===== src/rtl/fir_sequencer.sv =====
// Micro-op sequencer for the 4-tap FIR datapath: arbitrates coefficient writes
// against new samples and walks the fixed store/multiply/accumulate/shift schedule.
module fir_sequencer (
  input  logic       clk,
  input  logic       n_reset,
  input  logic       data_ready,
  input  logic       load_coeff,
  input  logic [1:0] coefficient_num,
  input  logic       overflow,
  output logic [2:0] op,
  output logic [3:0] src1,
  output logic [3:0] src2,
  output logic [3:0] dest,
  output logic       cnt_up,
  output logic       modwait,
  output logic       err
);

  typedef enum logic [3:0] {
    IDLE, EIDLE, COEFF, STORE,
    MUL0, MUL1, ACC1, MUL2, ACC2, MUL3, ACC3,
    SH3, SH2, SH1
  } state_t;

  localparam logic [2:0] OP_NOP   = 3'b000;
  localparam logic [2:0] OP_COPY  = 3'b001;
  localparam logic [2:0] OP_LDS   = 3'b010;
  localparam logic [2:0] OP_LDC   = 3'b011;
  localparam logic [2:0] OP_ADD   = 3'b100;
  localparam logic [2:0] OP_MUL   = 3'b110;

  state_t     state, next_state;
  logic [1:0] coeff_idx;
  logic       accept;

  // Requests are only honoured while parked; the schedule itself never queues them.
  assign accept = (state == IDLE) || (state == EIDLE);

  always_ff @(posedge clk or posedge n_reset) begin
    if (n_reset) begin
      state     <= IDLE;
      coeff_idx <= 2'd0;
      modwait   <= 1'b0;
    end else begin
      state   <= next_state;
      modwait <= (next_state != IDLE) && (next_state != EIDLE);
      if (accept && load_coeff)
        coeff_idx <= coefficient_num;
    end
  end

  always_comb begin
    next_state = state;
    case (state)
      IDLE, EIDLE: begin
        if (load_coeff)      next_state = COEFF;
        else if (data_ready) next_state = STORE;
      end
      COEFF: next_state = IDLE;
      STORE: next_state = MUL0;
      MUL0:  next_state = overflow ? EIDLE : MUL1;
      MUL1:  next_state = overflow ? EIDLE : ACC1;
      ACC1:  next_state = overflow ? EIDLE : MUL2;
      MUL2:  next_state = overflow ? EIDLE : ACC2;
      ACC2:  next_state = overflow ? EIDLE : MUL3;
      MUL3:  next_state = overflow ? EIDLE : ACC3;
      ACC3:  next_state = overflow ? EIDLE : SH3;
      SH3:   next_state = SH2;
      SH2:   next_state = SH1;
      SH1:   next_state = IDLE;
      default: next_state = IDLE;
    endcase
  end

  // R0 acc, R1..R4 history (R1 newest), R5 product temp, R6..R9 coefficients.
  always_comb begin
    op     = OP_NOP;
    src1   = 4'd0;
    src2   = 4'd0;
    dest   = 4'd0;
    cnt_up = 1'b0;
    err    = 1'b0;
    case (state)
      EIDLE: err = 1'b1;
      COEFF: begin op = OP_LDC; dest = 4'd6 + {2'b00, coeff_idx}; end
      STORE: begin op = OP_LDS; dest = 4'd1; cnt_up = 1'b1; end
      MUL0:  begin op = OP_MUL; src1 = 4'd1; src2 = 4'd6; dest = 4'd0; end
      MUL1:  begin op = OP_MUL; src1 = 4'd2; src2 = 4'd7; dest = 4'd5; end
      MUL2:  begin op = OP_MUL; src1 = 4'd3; src2 = 4'd8; dest = 4'd5; end
      MUL3:  begin op = OP_MUL; src1 = 4'd4; src2 = 4'd9; dest = 4'd5; end
      ACC1, ACC2, ACC3: begin op = OP_ADD; src1 = 4'd0; src2 = 4'd5; dest = 4'd0; end
      SH3:   begin op = OP_COPY; src1 = 4'd3; dest = 4'd4; end
      SH2:   begin op = OP_COPY; src1 = 4'd2; dest = 4'd3; end
      SH1:   begin op = OP_COPY; src1 = 4'd1; dest = 4'd2; end
      default: ;
    endcase
  end

endmodule


===== config.mk =====
export PLATFORM = sky130hd
export DESIGN_NAME = fir_sequencer
export DESIGN_NICKNAME = d
export VERILOG_FILES = /design/src/rtl/fir_sequencer.sv
export SDC_FILE = /design/constraint.sdc
export NUM_CORES = 1
export LEC_CHECK = 0
export CAP_MARGIN = 30
export CORE_MARGIN = 8
export CORE_UTILIZATION = 34
export CTS_CLUSTER_SIZE = 40
export DETAILED_ROUTE_END_ITERATION = 7
export GPL_TIMING_DRIVEN = 1
export PLACE_DENSITY = 0.75
export REMOVE_ABC_BUFFERS = 1
export SLEW_MARGIN = 0
export SYNTH_ARGS = -nofsm -noshare
export SYNTH_HDL_FRONTEND = slang
export SYNTH_SLANG_ARGS = --single-unit

===== constraint.sdc =====
create_clock -name clk -period 1.35 [get_ports clk]
set_clock_uncertainty 0.2 [all_clocks]
set_input_delay 0.27 -clock clk [delete_from_list [all_inputs] [get_ports clk]]
set_output_delay 0.27 -clock clk [all_outputs]
set_load 0.02 [all_outputs]

## Yosys cells after proc, flatten, opt, wreduce, memory -nomap -nowiden

Index checks and enable logic that the tools add are counted.

| cells by class | value |
|---|---|
| add/sub/neg operators | 1 |
| equal/unequal tests | 14 |
| muxes and demuxes | 16 |
| reductions and logical operators | 13 |

Operators with widths:

| kind | number |
|---|---|
| 4-bit one-hot mux with 11 select lines | 1 |
| 4-bit == test, second input constant | 6 |
| 4-bit two-way mux | 6 |
| 4-bit one-hot mux with 6 select lines | 1 |
| 4-bit one-hot mux with 5 select lines | 1 |
| 4-bit by 3-bit == test with 1-bit output, second input constant | 4 |
| 3-bit one-hot mux with 5 select lines | 1 |
| 3-bit one-hot mux with 4 select lines | 1 |
| 3-bit two-way mux | 3 |
| 3-bit OR reduction | 3 |
| 4-bit by 2-bit == test with 1-bit output, second input constant | 2 |
| 2-bit OR reduction | 4 |
| 3-bit by 2-bit adder with 4-bit output, first input constant | 1 |
| 4-bit by 1-bit == test with 1-bit output, second input constant | 1 |
| 4-bit zero test | 1 |
| 4-bit by 1-bit != test with 1-bit output, second input constant | 1 |
| 4-bit nonzero test | 1 |
| 4-bit OR reduction | 1 |
| 1-bit logical AND | 2 |
| 1-bit two-way mux | 2 |
| 1-bit logical OR | 1 |

| storage, ports and cells | value |
|---|---|
| bits in registers | 7 |
| output and inout bits | 18 |

## Logic depth before layout (Yosys ltp)

| logic depth | value |
|---|---|
| depth after elaboration | 5 |
| depth in mapped cells | 5 |
| depth with buffers taken out | 3 |

## Worst setup path before layout

No wires, ideal clock.

| timing path | value |
|---|---|
| kind | register -> output |
| from | reg state[1] |
| to | out src2[0] |
| data arrival time | 1.368 ns |
| required time | 0.880 ns |
| slack | -0.488 ns |
| stages on the path, launching flop included | 6 |
| path through | dfrtp_1 -> buf_2 -> buf_2 -> nor2_1 -> o21a_1 -> nor3_1 |

| on the way | value |
|---|---|
| longest elaborated chain between the ends | 3 |

RTL lines:

| element | RTL line | source |
|---|---|---|
| start: declaration | 32 | `state_t state, next_state;` |
| start signal: assignment | 45 | `state <= next_state;` |
| 4-bit by 3-bit == test with 1-bit output / 4-bit == test (equally long branches) | 83 | `case (state)` |
| 3-bit OR reduction | 83 |  |
| 4-bit one-hot mux with 5 select lines (*) | 83 |  |
| end: declaration | 12 | `output logic [3:0] src2,` |

Mark *: on every way between the ends. The rest lies on a longest branch, timed or not.

## Worst setup path after layout

| timing path | value |
|---|---|
| from | reg state[1] |
| to | out src2[3] |

Same word-level chain as after synthesis.

==> reports/qor.log <==
qor: detailed_routing.route.detailed.drc 0
qor: finish.proportion_of_layout_cells_with_a_drive_suffix_above_1 61.9%
qor: critical_path.timing.critical_path.fanout_max 5
qor: detailed_routing.initialDrtViolationCount 22
qor: finish.most-common-layout-cells 31 x buf_4, 13 x buf_6, 7 x o21ai_1
qor: placement.place.gp.congestion 0.931
qor: timing.final-max-slew-violation-count 0
qor: global_routing.gr-usage-met2 23.4%
qor: finish.post_layout_nonfiller_instances 164
qor: synthesis.synth.yosys.seq_area_share 27.3%
qor: critical_path.cpMaxStageDelayCell dfrtp_2
qor: synthesis.mappedNetlistArea 641 µm²
qor: timing.grt_setup_unrepaired yes
qor: clock_tree.cts.clk_slew.worst_paths 0.06 ns
qor: synthesis.synth_area_leader_cell dfrtp_1
qor: global_routing.grt_start_max_net_pins 19
qor: placement.place.detailed.instances 151
qor: clock_tree.cts_num_sinks 7
qor: global_routing.antenna_found_initial 0
qor: clock_tree.tritoncts done
qor: critical_path.critPathKind flip-flop to output port
qor: clock_tree.ctsHtreeMaxLevel 1
qor: synthesis.ys_dominant_reg_cell dfrtp_1
qor: clock_tree.cts_hold_buffers 0
qor: critical_path.cp.buffers_inverters 2
qor: global_routing.grt_pass1_wl 3950 µm
qor: floorplan.floorplan.die_area 3530 µm²
qor: timing.fmaxAchievable 513 MHz
qor: synthesis.postSynthAreaPerCell 7.20 µm²
qor: detailed_routing.number_of_vias_in_the_routed_layout 929
qor: critical_path.chain_of_cells_forming_the_critical_path buf_6, or3_4, a21oi_4, buf_6
qor: synthesis.yosys.cell_types.count 32
qor: timing.final.setup.worst_slack -0.601 ns
qor: finish.final_core_utilization 75.6%
qor: timing.layout_worst_path_cycle_share 145%
qor: global_routing.grt_met1_use 18.3%
qor: placement.preCtsSetupSlack -0.816 ns
qor: clock_tree.maximum_root_to_sink_buffer_count 2
qor: floorplan.boundaryPins 25
qor: power.p_leak 0.589 nW
qor: critical_path.worst_path_largest_cell_delay 0.44 ns
qor: critical_path.worstPathRequired 0.88 ns
qor: detailed_routing.post_drt_via_cell_ratio 5.66
qor: global_routing.globalRoute.totalOverflow 0
qor: floorplan.number_of_standard_cell_rows_in_the_floorplan 15
qor: job.drv.max_cap_violation_count 0
qor: timing.finalHoldViolCount 0
qor: synthesis.ys_warn_count 0
qor: timing.setup_viol 23
qor: finish.count_of_filler_cells_inserted_in_the_layout 127
qor: outcome.run_status complete, but fails checks
qor: finish.final_common_cell buf_4
qor: synthesis.async_flop_share 100%
qor: global_routing.first_global_vias 820
qor: floorplan.die_h 59.4 µm
qor: critical_path.setup.worst_path.start state[1]
qor: worst_hold_path.worst_min_delay_path_class primary input to asynchronous set/reset pin
qor: critical_path.endpoint src2[3]
qor: clock_tree.cts.root.buffer_cell clkbuf_4
qor: floorplan.start_util 36.7%
qor: synthesis.ys_top_cells_by_area dfrtp_1 27%, o21ai_0 8.6%, buf_2 5.5%
qor: timing.layout_min_cycle_time 1.95 ns
qor: detailed_routing.antenna_left 0
qor: critical_path.timing.critical_path.max_delay_family flip-flops
qor: outcome.violated_checks negative setup slack
qor: detailed_routing.drt_pass1_iterations 4
qor: clock_tree.clock_latency 0.25 ns
qor: synthesis.ys_seq_elements 7
qor: floorplan.area_of_the_core 1750 µm²
qor: critical_path.r2r_slack -0.54 ns
qor: placement.buffer_ports.inserted 23
qor: synthesis.portion_of_synthesized_cell_area_occupied_by_the_leading_cell_type 27.3%
qor: critical_path.worst_r2r_path_depth 5
qor: timing.setup_tns -9.79 ns
qor: synthesis.postSynthCellCount 89
qor: power.p_total 0.00333 W
qor: global_routing.groute.usage.overall 14.5%
qor: power.worst_case_vdd_ir_drop 1.59 mV
qor: critical_path.cp-start-kind flip-flop
qor: critical_path.ff_to_ff_end state[0]
qor: critical_path.cp_num_cells 4
qor: floorplan.die_w 59.4 µm
qor: global_routing.grt_use_met3 4.56%
qor: critical_path.worst_r2r_startpoint state[3]
qor: global_routing.gr-max-usage-layer met2
qor: finish.syn_to_final_growth 106%
qor: finish.nets 147
qor: critical_path.timing.critical_path.mode_cell buf_6
qor: critical_path.end_kind output port
qor: clock_tree.cts_buf_count 3
qor: detailed_routing.finalWirelength 2960 µm
qor: detailed_routing.detail_route.wl_per_cell 18.1 µm
qor: synthesis.synth-edff-count 0
qor: power.power.density_cell_area 2520 nW/µm²
qor: placement.place.detailed.hpwl 1660 µm
qor: finish.antenna_cells_inserted 0
qor: critical_path.cp_data_arrival_time 1.48 ns
[flip-flops by register name, summed over array words and instances (netlist names)]
register	cells
state	4
modwait	1
coeff_idx	2
[cells by family (layout without fill, tap and decap cells)]
logic type / Yosys count / count (layout) / share of synthesized area (%)
AOI/OAI and AO/OA: 30 / 30 / 29.1
xor gates and xnor gates: 2 / 2 / 2.73
buffers and inverters: 14 / 64 / 10.2
DFF: 7 / 7 / 27.3
muxes: 2 / 2 / 3.52
other: 1 / 1 / 0.585
and+or+nand+nor: 33 / 33 / 26.6
[power breakdown]
group,switching (W),internal [W]
clock,0.0000852,0.000113
combinational,0.00134,0.00133
sequential,0.000154,0.000311
[cell usage after synthesis (2+ instances only)]
master / number
o22ai_1: 5
or3_1: 2
a211oi_1: 2
nor2_1: 7
buf_2: 7
nor2b_1: 5
mux2_2: 2
nand3_1: 2
nor3_1: 3
inv_1: 6
a21oi_1: 3
nand2_1: 8
dfrtp_1: 7
o21a_1: 2
o21ai_0: 11
[cell type report]
type	count	area [µm²]	area share, %
inverter	6	22.5	1.71
clock buffer	4	26.3	1.99
multi-input combinational	68	559	42.4
tap	25	31.3	2.37
sequential	7	180	13.6
timing repair buffer	54	500	37.9
[routing by layer]
layer / vias up / routed length, µm
li1: 416 / -
met1: 460 / 1150
met2: 45 / 1550
met3: 8 / 205
met4: 0 / 68
met5: - / 0
[how the worst min path moves through the flow]
stage | start | endpoint | slack [ns] | depth (start not counted)
global placement | n_reset | coeff_idx[0] | 0.32 | 2
global route | n_reset | coeff_idx[0] | 0.08 | 2
CTS | n_reset | coeff_idx[1] | 0.05 | 2
detailed placement | n_reset | coeff_idx[1] | 0.32 | 2
finish | n_reset | modwait | 0.04 | 2
floorplan | n_reset | coeff_idx[0] | -0.13 | 1
[metrics by stage]
stage / hold WS, ns / cell area, µm²
3_5_place_dp: 0.321 / 1040
4_1_cts: 0.0509 / 1200
6_report: 0.0411 / 1320
5_1_grt: 0.0818 / 1320
2_1_floorplan: -0.127 / 598
3_3_place_gp: 0.320 / 1040
[repair_timing]
item / in CTS / in global routing
setup endpoints to repair: 24 / 23
buffers inserted: 7 / 1
resized for setup: 135 / 19
pin swaps: 3 / 2
gates cloned: 1 / 1
Power figures use the tool's default switching activity.
